[src/rtl/vga_fb_pkg.sv]
// vga_fb_pkg: shared widths, types and enums for the framebuffer arbiter.
package vga_fb_pkg;
    localparam int AXIL_DATA_W = 32;
    localparam int FB_ADDR_W   = 16;
    localparam int FB_DATA_W   = AXIL_DATA_W;
    typedef logic [FB_ADDR_W-1:0] fb_addr_t;
    typedef logic [FB_DATA_W-1:0] fb_data_t;
    typedef enum logic [1:0] {SLOT_IDLE, SLOT_PEND_RD, SLOT_PEND_WR} slot_state_e;
    typedef enum logic {OWN_PX, OWN_HOST} owner_e;
endpackage

[src/rtl/vga_fb_host_slot.sv]
// vga_fb_host_slot: one-deep pending host access with starvation wait counter.
module vga_fb_host_slot
    import vga_fb_pkg::*;
#(
    parameter int ADDR_W        = FB_ADDR_W,
    parameter int DATA_W        = FB_DATA_W,
    parameter int MAX_HOST_WAIT = 4
) (
    input  logic              clk,
    input  logic              arst_n,
    input  logic              rd_i,
    input  logic              wr_i,
    input  logic [ADDR_W-1:0] addr_i,
    input  logic [DATA_W-1:0] wdata_i,
    input  logic              grant_i,
    output logic              pending_o,
    output logic              is_write_o,
    output logic              host_force_o,
    output logic              err_o,
    output logic [ADDR_W-1:0] addr_o,
    output logic [DATA_W-1:0] wdata_o
);
    localparam logic [3:0] MAX_W = 4'(MAX_HOST_WAIT);
    slot_state_e       state_q, state_d;
    logic [3:0]        wait_q, wait_d;
    logic [ADDR_W-1:0] addr_q, addr_d;
    logic [DATA_W-1:0] wdata_q, wdata_d;
    logic              err_q, err_d, accept;

    always_ff @(posedge clk) begin
        if (!arst_n) begin
            state_q <= SLOT_IDLE;
            wait_q  <= '0;
            addr_q  <= '0;
            wdata_q <= '0;
            err_q   <= 1'b0;
        end else begin
            state_q <= state_d;
            wait_q  <= wait_d;
            addr_q  <= addr_d;
            wdata_q <= wdata_d;
            err_q   <= err_d;
        end
    end

    // A pending access that is not granted has lost to pixel traffic.
    always_comb begin
        accept  = (state_q == SLOT_IDLE) && (rd_i ^ wr_i);
        state_d = grant_i ? SLOT_IDLE : accept ? (wr_i ? SLOT_PEND_WR : SLOT_PEND_RD) : state_q;
        wait_d  = grant_i ? '0 : (state_q != SLOT_IDLE && wait_q != MAX_W) ? wait_q + 4'd1 : wait_q;
        addr_d  = accept ? addr_i : addr_q;
        wdata_d = (accept && wr_i) ? wdata_i : wdata_q;
        err_d   = (rd_i && wr_i) || (state_q != SLOT_IDLE && (rd_i || wr_i));
    end

    always_comb begin
        pending_o    = state_q != SLOT_IDLE;
        is_write_o   = state_q == SLOT_PEND_WR;
        host_force_o = (state_q != SLOT_IDLE) && (wait_q == MAX_W);
        err_o        = err_q;
        addr_o       = addr_q;
        wdata_o      = wdata_q;
    end
endmodule

[src/rtl/vga_fb_arbiter.sv]
// vga_fb_arbiter: shares one single-port framebuffer RAM between pixel fetch and host port.
module vga_fb_arbiter
    import vga_fb_pkg::*;
#(
    parameter int ADDR_W        = FB_ADDR_W,
    parameter int DATA_W        = FB_DATA_W,
    parameter int MAX_HOST_WAIT = 4
) (
    input  logic              clk,
    input  logic              arst_n,
    input  logic              px_req_i,
    input  logic [ADDR_W-1:0] px_addr_i,
    output logic              px_gnt_o,
    output logic              px_rvalid_o,
    output logic [DATA_W-1:0] px_rdata_o,
    input  logic              host_rd_i,
    input  logic              host_wr_i,
    input  logic [ADDR_W-1:0] host_addr_i,
    input  logic [DATA_W-1:0] host_wdata_i,
    output logic              host_busy_o,
    output logic              host_rvalid_o,
    output logic [DATA_W-1:0] host_rdata_o,
    output logic              host_wdone_o,
    output logic              host_err_o,
    output logic              mem_en_o,
    output logic              mem_we_o,
    output logic [ADDR_W-1:0] mem_addr_o,
    output logic [DATA_W-1:0] mem_wdata_o,
    input  logic [DATA_W-1:0] mem_rdata_i
);
    logic              pending, is_write, host_force, host_gnt, px_gnt, rd_q, wdone_q, slot_err;
    logic [ADDR_W-1:0] slot_addr, addr_last_q;
    logic [DATA_W-1:0] slot_wdata, wdata_last_q, host_rdata_q;
    owner_e            tag_q;

    vga_fb_host_slot #(
        .ADDR_W(ADDR_W), .DATA_W(DATA_W), .MAX_HOST_WAIT(MAX_HOST_WAIT)
    ) u_slot (
        .clk(clk), .arst_n(arst_n), .rd_i(host_rd_i), .wr_i(host_wr_i),
        .addr_i(host_addr_i), .wdata_i(host_wdata_i), .grant_i(host_gnt),
        .pending_o(pending), .is_write_o(is_write), .host_force_o(host_force),
        .err_o(slot_err), .addr_o(slot_addr), .wdata_o(slot_wdata)
    );

    // Grants are masked while reset is asserted so nothing reaches the RAM.
    always_comb begin
        host_gnt      = arst_n && (host_force || (pending && !px_req_i));
        px_gnt        = arst_n && px_req_i && !host_force;
        px_gnt_o      = px_gnt;
        mem_en_o      = px_gnt || host_gnt;
        mem_we_o      = host_gnt && is_write;
        mem_addr_o    = px_gnt ? px_addr_i : host_gnt ? slot_addr : addr_last_q;
        mem_wdata_o   = mem_we_o ? slot_wdata : wdata_last_q;
        px_rvalid_o   = rd_q && (tag_q == OWN_PX);
        host_rvalid_o = rd_q && (tag_q == OWN_HOST);
        px_rdata_o    = arst_n ? mem_rdata_i : '0;
        host_rdata_o  = host_rvalid_o ? mem_rdata_i : host_rdata_q;
        host_wdone_o  = wdone_q;
        host_err_o    = slot_err;
        host_busy_o   = pending;
    end

    always_ff @(posedge clk) begin
        if (!arst_n) begin
            rd_q         <= 1'b0;
            tag_q        <= OWN_PX;
            wdone_q      <= 1'b0;
            addr_last_q  <= '0;
            wdata_last_q <= '0;
            host_rdata_q <= '0;
        end else begin
            rd_q         <= px_gnt || (host_gnt && !is_write);
            tag_q        <= px_gnt ? OWN_PX : OWN_HOST;
            wdone_q      <= mem_we_o;
            addr_last_q  <= mem_addr_o;
            wdata_last_q <= mem_wdata_o;
            if (host_rvalid_o) host_rdata_q <= mem_rdata_i;
        end
    end
endmodule

[config.mk]
export PLATFORM = sky130hd
export DESIGN_NAME = vga_fb_arbiter
export DESIGN_NICKNAME = d
export VERILOG_FILES = /design/src/rtl/vga_fb_pkg.sv /design/src/rtl/vga_fb_host_slot.sv /design/src/rtl/vga_fb_arbiter.sv
export SDC_FILE = /design/constraint.sdc
export NUM_CORES = 1
export LEC_CHECK = 0
export ABC_AREA = 1
export ABC_CLOCK_PERIOD_IN_PS = 1900
export CAP_MARGIN = 10
export CELL_PAD_IN_SITES_DETAIL_PLACEMENT = 2
export CELL_PAD_IN_SITES_GLOBAL_PLACEMENT = 2
export CORE_ASPECT_RATIO = 0.8
export CORE_MARGIN = 8
export CORE_UTILIZATION = 24
export DETAILED_ROUTE_END_ITERATION = 10
export HOLD_SLACK_MARGIN = 0.02
export PLACE_DENSITY_LB_ADDON = 0.1
export SLEW_MARGIN = 5
export SYNTH_ARGS = -nofsm -noshare
export SYNTH_HDL_FRONTEND = slang
export SYNTH_SLANG_ARGS = --single-unit
[constraint.sdc]
create_clock -name clk -period 1.9 [get_ports clk]
set_clock_uncertainty 0.05 [all_clocks]
set_input_delay 0.19 -clock clk [delete_from_list [all_inputs] [get_ports clk]]
set_output_delay 0.19 -clock clk [all_outputs]
set_load 0.005 [all_outputs]
### Word level (Yosys, flattened, before mapping)

Cells that the tools add are included.

* flip-flop bits (word level): 138
* output and inout bits: 120
* input bits: 101
* logic and storage cells: 50

* muxes and demuxes: 7
* eq/ne operators: 3
* reduce and logical (&&, ||, !) cells: 25
* add/subtract/negate cells: 1
* bitwise logic cells: 3

Operator list (count)
* 32-bit 2-to-1 mux: 3
* 16-bit 2-to-1 mux: 2
* 1-bit logical AND: 14
* 1-bit logical OR: 5
* 4-bit by 1-bit adder with 4-bit output (second input constant): 1
* 4-bit by 3-bit equality test with 1-bit output (second input constant): 1
* 4-bit by 3-bit != test with 1-bit output (second input constant): 1
* 1-bit logical NOT: 3
* 2-bit equality test (second input constant): 1
* 2-bit logical NOT: 1
* 2-bit 2-to-1 mux: 1
* 1-bit NOT: 2
* 2-bit nonzero test: 1
* 2-bit OR reduction: 1
* 1-bit 2-to-1 mux: 1
* 1-bit XOR: 1

### Longest topological paths before layout

Gate-level depths: netlist (run 1).

* depth in word-level cells: 6
* mapped depth: 10
* depth with buffers taken out: 9

### Cells and area by module

A second synthesis (run 1) with hierarchy kept.

* cell total of the unflattened synthesis: 847
* area total of the unflattened synthesis: 5928.2 sq um

By module, submodules not included
* vga_fb_arbiter: cells each 581, instances 1, seq. area each 1661.6 sq um, area each 3842.4 sq um
* vga_fb_host_slot: cells each 266, instances 1, seq. area each 1101.1 sq um, area each 2085.8 sq um

### Least setup slack after synthesis (run 1)

Ideal clock, no wire load.

* path kind: reg2out
* start: reg u_slot.wait_q[0]
* end: out mem_wdata_o[22]
* required time: 1.660 ns
* arrival time: 1.389 ns
* path buffers: 1
* cell stages (with the launch flop): 9
* setup slack: 0.271 ns
* cells stage by stage: dfxtp_1 inv_1 ha_1 nand3_2 nand2_4 nand4_4 clkbuf_1 nand2_1 nand2_1

* longest elaborated chain between the ends: 6

RTL lines
* start, declared: line vga_fb_host_slot.sv:25 `logic [3:0] wait_q, wait_d;`
* start signal, assigned: line vga_fb_host_slot.sv:39 `wait_q <= wait_d;`
* 4-bit by 3-bit equality test with 1-bit output: line vga_fb_host_slot.sv:59 `host_force_o = (state_q != SLOT_IDLE) && (wait_q == MAX_W);`
* 1-bit logical AND: line vga_fb_host_slot.sv:59
* 1-bit logical OR: line vga_fb_arbiter.sv:47 `host_gnt = arst_n && (host_force || (pending && !px_req_i));`
* 1-bit logical AND: line vga_fb_arbiter.sv:47
* 1-bit logical AND: line vga_fb_arbiter.sv:51 `mem_we_o = host_gnt && is_write;`
* 32-bit 2-to-1 mux: line vga_fb_arbiter.sv:53 `mem_wdata_o = mem_we_o ? slot_wdata : wdata_last_q;`
* end, declared: line vga_fb_arbiter.sv:28 `output logic [DATA_W-1:0] mem_wdata_o,`

No other way between the ends.

### Final worst setup path (run 1)

* start: reg u_slot.wait_q[0]
* end: out mem_addr_o[9]

* longest elaborated chain between the ends: 6
* elaborated cells between the ends (all ways): 8
* classes of those cells: eq/ne (1); mux (2); reduce/logical (5)

RTL lines
* 4-bit by 3-bit equality test with 1-bit output *: line vga_fb_host_slot.sv:59
* 1-bit logical AND *: line vga_fb_host_slot.sv:59
* 1-bit logical OR: line vga_fb_arbiter.sv:47
* 1-bit logical AND: line vga_fb_arbiter.sv:47
* 16-bit 2-to-1 mux: line vga_fb_arbiter.sv:52 `mem_addr_o = px_gnt ? px_addr_i : host_gnt ? slot_addr : addr_last_q;`
* 16-bit 2-to-1 mux *: line vga_fb_arbiter.sv:52
* end, declared: line vga_fb_arbiter.sv:27 `output logic [ADDR_W-1:0] mem_addr_o,`

Mark *: on every way between the ends. The rest lies on a longest branch, timed or not.

==> results.toml, run 1 <==
[outcome]
status = "complete, but fails checks"
violations = "setup timing"

[clock_network]
htreeDepth = 4
insertion_delay_ns = 0.42
cts.sinks = 138
cts_buffer_depth = 2
clk_pin_slew_ns = 0.06
cts_tree = "built"
numCtsBuffers = 17
cts-root-buf = "clkbuf_16"

[logic_synthesis]
synth_area_leader_cell = "dfxtp_1"
synth_edf_count = 0
synth.cell_area_mm2 = 0.00598
syn_nets = 929
syn-instance-count = 824
synth_top_area_share_pct = 46.2
synth_common_cells = "nand2_1, dfxtp_1, inv_1"
ys.flop_type = "dfxtp_1"
synth.distinct_cells = 31
ys_async_sr_fraction_pct = 0
yosys-top-cells-area = "dfxtp_1, nand2_1, inv_1"
yosysSeqAreaShare_pct = 46.2
synth_warnings = 0
synth_most_common_cell = "nand2_1"
syn_area_per_cell_um2 = 7.26
ys_ff_latch = 138

[routing]
num_vias = 7451
drt-initial-drc-count = 203
ant_nets = 0
drt_first_pass_iters = 4
drc_errors = 0
via_per_inst = 4.64
drt-total-wl_um = 37800
wire_per_inst_um = 23.5

[pwr]
fin_total_pwr_mw = 9.42
internal_power_mw = 6.57
p_per_area_mw_per_mm2 = 741
ir_drop_mv = 0.469
switchingPower_mw = 2.85
clkPwrFrac_pct = 37.5
leakagePower_nw = 6.25
swShare_pct = 30.2
p_comb_share_pct = 28.5
seq_power_share_pct = 34.0

[setup_path]
r2r_start = "u_slot.wait_q[0]$_SDFFE_PP0P_"
path_class = "reg2out"
slowest_stage = "dfxtp_2"
critical_path.max_fanout = 4
cp_data_required_time_ns = 1.66
endpoint_kind = "output pin"
arrival_ns = 2.19
crit_start = "u_slot.wait_q[0]$_SDFFE_PP0P_"
max_stage_delay_ns = 0.32
cp_common_cell = "buf_6"
cp-start-kind = "flip-flop"
crit_chain = "inv_2 > ha_4 > nand3_4 > buf_6 > o21bai_4 > buf_12 > clkbuf_16 > buf_6 > nand3_2 > nand2_2 > buf_6 > inv_2 > buf_6"

[final_layout]
fin_cells = 1605
drive_gt1_share_pct = 51.1
nNetsFinal = 1378
final_area_mm2 = 0.0127
area_growth_pct = 113

[place]
dp_slack_ns = -0.347
place.gp.congestion = 0.697
placed_cells = 1402
placed_cell_area_mm2 = 0.00916
dp_hpwl_um = 17900
portBuffers = 220

[global_routing]
grt_pass1_vias = 8351
grt_max_degree = 35
track_usage_pct = 21.9
overflow = 0
antenna_found_initial = 1
grt_pass1_wl_um = 50400

[floorplan]
die_h_um = 157
rows = 51
ioPinCount = 221
core-area_mm2 = 0.0244
dieArea_mm2 = 0.0303
floorplan.initialDensity_pct = 24.5
die_w_um = 193

[sta]
setup_viol = 72
slew_viol_final = 0
hold_violations = 0
holdWs_ns = 0.237
period_minus_slack_ns = 2.43
timing.fmax_mhz = 411
rsz0062_at_grt = "true"
min_period_over_period_pct = 128
max-slew-margin-rel_pct = 60.5
fin_ws_ns = -0.531
worstMarginPinSlew_ns = 0.592

[job]
cap_violations = 0

[worst_hold_path]
hold_class = "in2reg"
hold_path_startpoint = "arst_n"
## layer usage
metal	track usage [%]	vias up	part of all wire, %
met3	4.93	66	4.5
met1	25.2	3703	41
li1	-	3477	-
met5	0	-	0
met4	7.77	0	2.9
met2	39.2	205	52
## critical path, delay by kind of cell (launching register included)
| family | cells | cell delay, ns |
|---|---|---|
| fa+ha+maj | 1 | 0.15 |
| buf+inv | 8 | 0.87 |
| flops | 1 | 0.32 |
| compound gates | 1 | 0.16 |
| simple gates | 3 | 0.26 |
## power by group through the flow
stage | Sequential, mW | Combinational, mW | Clock (mW)
after floorplan | 3.19 | 0.671 | 0
after global placement | 3.21 | 1.63 | 0
after detailed placement | 3.21 | 1.65 | 0
after CTS | 3.17 | 2.28 | 3.54
after global routing | 3.22 | 2.84 | 3.72
final | 3.20 | 2.68 | 3.53
## cell type report
type | count | area [um^2]
fill | 2546 | 11700
timing repair buffer | 482 | 4860
multi-input combinational | 537 | 3700
sequential | 138 | 2770
clock buffer | 18 | 429
tap | 318 | 398
inverter | 97 | 387
clock inverter | 14 | 171
antenna | 1 | 2.50
## registers in the layout (all words and copies together) (netlist names)
register,count
rd_q,1
u_slot.wdata_o,32
addr_last_q,16
u_slot.state_q,2
host_wdone_o,1
wdata_last_q,32
tag_q,1
host_rdata_q,32
u_slot.err_o,1
u_slot.addr_o,16
u_slot.wait_q,4
## worst paths after layout
path	cells past startpoint	slack, ns	endpoint
worst max-delay path	13	-0.53	mem_addr_o[9]
worst min-delay path	4	0.24	u_slot.addr_o[2]$_SDFFE_PN0N_
worst max register to register	16	-0.49	addr_last_q[7]$_SDFF_PN0_
worst min register to register	2	0.44	wdata_last_q[1]$_SDFF_PN0_
## cell families after synthesis
logic type                 Yosys count  synth area share (%)
xor gates and xnor gates             2                 0.293
adders and majority gates            4                 0.836
DFF                                138                  46.2
buffers and inverters              149                  10.5
AOI/OAI and AO/OA                  118                  10.6
and+or+nand+nor                    413                  31.6
## metrics by stage
step | setup TNS, ns | util [%]
final | -22.84 | 52.0
after CTS | -21.94 | 47.7
after detailed placement | -14.97 | 37.5
after global routing | -30.14 | 52.0
after floorplan | 0 | -
after global placement | -13.70 | 37.5
## layout by cell type, fill, tap and decap left out, types with 20 or more instances in the layout
master           netlist  final
nand2_1              177     93
buf_12                 0     25
nand2_2               28     59
inv_1                 93     66
clkbuf_16              0     20
dfxtp_1              138    133
clkdlybuf4s50_1        0    134
inv_2                  2     28
nand2_4                1     53
buf_4                  1    163
buf_6                  6    108
or2_4                  0     38
o21ai_4                0     20
buf_2                 16     30
nand3_1               49     35
nor2_1                89     70
a21oi_1               58     50
## timing repair
action                                  4_1_cts  5_1_grt
endpoints found under the setup margin       85      108
hold buffers                                  0        0
pin swaps                                    26       57
resized for setup                           574      261
cloned                                       10        3
setup buffers                               153       58
No activity file was read; power rests on OpenSTA's default activity.
==> run 2, diff against run 1 <==
--- a/config.mk
+++ b/config.mk
@@ -11,7 +11,6 @@
 export CELL_PAD_IN_SITES_DETAIL_PLACEMENT = 2
 export CELL_PAD_IN_SITES_GLOBAL_PLACEMENT = 2
 export CORE_ASPECT_RATIO = 0.8
-export CORE_MARGIN = 8
 export CORE_UTILIZATION = 24
 export DETAILED_ROUTE_END_ITERATION = 10
 export HOLD_SLACK_MARGIN = 0.02
==> results.toml, run 2 (synthesized netlist as in run 1, its figures left out) <==
[global_routing]
track_usage_pct = 24.6
grt_use_met2_pct = 45.0
antenna_found_initial = 4
met3_usage_pct = 4.55
use_met1_pct = 29.1
grt_pass1_wl_um = 47400
grt_pass1_vias = 8092
busiest_layer = "met2"
overflow = 0
grt_max_degree = 43

[clock_network]
numCtsBuffers = 17
cts-root-buf = "clkbuf_16"
htreeDepth = 4
clk_pin_slew_ns = 0.07
cts_buffer_depth = 2
insertion_delay_ns = 0.44
cts_tree = "built"
cts.sinks = 138

[place]
placed_cell_area_mm2 = 0.00911
portBuffers = 220
dp_hpwl_um = 16400
place.gp.congestion = 0.710
placed_cells = 1396

[setup_path]
crit_chain = "inv_4 > ha_4 > nand3_4 > nand2_4 > buf_6 > nand3_4 > buf_12 > buf_8 > nand2_2 > nand3_2 > nand2_4 > buf_4 > buf_4 > buf_4 > buf_4 > buf_4 > buf_4 > nor2_4"
endpoint_kind = "flip-flop"
slowest_stage = "dfxtp_2"
max_stage_delay_ns = 0.38
critical_path.max_fanout = 4
cp_data_required_time_ns = 2.22
path_class = "reg2reg"
arrival_ns = 2.81
rr_worst_depth = 18
cp_common_cell = "buf_4"
cp-start-kind = "flip-flop"

[final_layout]
final_area_mm2 = 0.0130
fillerInstances = 2492
multi_input_area_mm2 = 0.00383
final_common_cell = "buf_4"
nNetsFinal = 1386
area_growth_pct = 117
register_area_mm2 = 0.00277
fin_cells = 1616
mostFrequentLayoutCells = "buf_4, clkdlybuf4s50_1, dfxtp_1, buf_6, nand2_1"
drive_gt1_share_pct = 52.9
fin_util_pct = 53.4

[sta]
slew_viol_final = 0
worstMarginPinSlew_ns = 0.553
period_minus_slack_ns = 2.49
timing.fmax_mhz = 401
rsz0062_at_grt = "true"
fin_ws_ns = -0.591
min_period_over_period_pct = 131
max-slew-margin-rel_pct = 63.1
setup_viol = 109
hold_violations = 0

[worst_hold_path]
hold_depth = 3
hold_class = "in2reg"

[floorplan]
core-area_mm2 = 0.0244
die_w_um = 179
ioPinCount = 221
die_h_um = 143
rows = 51
floorplan.initialDensity_pct = 24.6
dieArea_mm2 = 0.0256

[routing]
wire_per_inst_um = 23.9
num_vias = 7545
drc_errors = 0
drt_first_pass_iters = 4
drt-total-wl_um = 38700
via_per_inst = 4.67
drt-initial-drc-count = 241
ant_nets = 0

[pwr]
leakagePower_nw = 6.46
ir_drop_mv = 0.770
p_per_area_mw_per_mm2 = 752

[job]
cap_violations = 0

[outcome]
violations = "setup timing"
status = "complete, but fails checks"
## run 2: cell types whose count changed in the layout (fill, tap and decap cells not counted), moves of 9 or more
cell	previous run	this run
buf_6	108	121
buf_4	163	139
nand2_1	93	81
nand2_4	53	69
buf_8	4	13
## run 2: worst max-delay path, delay by kind of cell, from the launching register on
kind	cells	cell delay [ns]
buffers and inverters	10	1.23
and+or+nand+nor	7	0.62
DFF	1	0.38
adders and majority gates	1	0.17
## run 2: final cells by class
type                    instances  share of cell area [%]
multi-input cells             537                    29.4
well taps                     318                    3.06
flip-flops and latches        138                    21.3
clock inverters                12                    1.43
repair buffers                490                    38.2
diodes                          4                  0.0769
inverters                      97                    3.03
clock buffers                  20                    3.51
## run 2: what timing repair did
item	in CTS	in global routing
hold endpoints to repair	0	0
pin swaps	37	57
setup buffers	155	66
gates cloned	9	6
setup endpoints to repair	85	134
hold buffers	0	0
resized for setup	623	284
## run 2: stage by stage
stage / total power [mW] / TNS [ns] / setup slack [ns] / hold WS (ns)
2_1_floorplan: 3.86 / 0 / 0.271 / 0.275
3_3_place_gp: 4.79 / -14.32 / -0.323 / 0.405
3_5_place_dp: 4.83 / -16.28 / -0.344 / 0.417
4_1_cts: 9.20 / -21.57 / -0.484 / 0.282
5_1_grt: 10.1 / -34.57 / -0.634 / 0.295
6_report: 9.79 / -26.91 / -0.591 / 0.289
## run 2: where the power goes
| part | switching [mW] | leakage [nW] | total [mW] | internal, mW |
|---|---|---|---|---|
| Clock | 1.50 | 0.304 | 3.80 | 2.29 |
| Combinational | 1.31 | 5.02 | 2.77 | 1.47 |
| Sequential | 0.146 | 1.13 | 3.22 | 3.08 |
## run 2: path summary, 6_finish.rpt
kind | start | endpoint | slack [ns]
worst max-delay path | u_slot.wait_q[0]$_SDFFE_PP0P_ | addr_last_q[7]$_SDFF_PN0_ | -0.59
worst min-delay path | host_wdata_i[18] | u_slot.wdata_o[18]$_SDFFE_PN0P_ | 0.29
worst max register to register | u_slot.wait_q[0]$_SDFFE_PP0P_ | addr_last_q[7]$_SDFF_PN0_ | -0.59
worst min register to register | u_slot.wdata_o[7]$_SDFFE_PN0P_ | u_slot.wdata_o[7]$_SDFFE_PN0P_ | 0.43
## run 2: per-layer routing
metal | part of all wire, % | routed length [um]
met5 | 0 | 0
met4 | 2.4 | 943
met3 | 4.2 | 1630
met2 | 52 | 20100
met1 | 41 | 16000
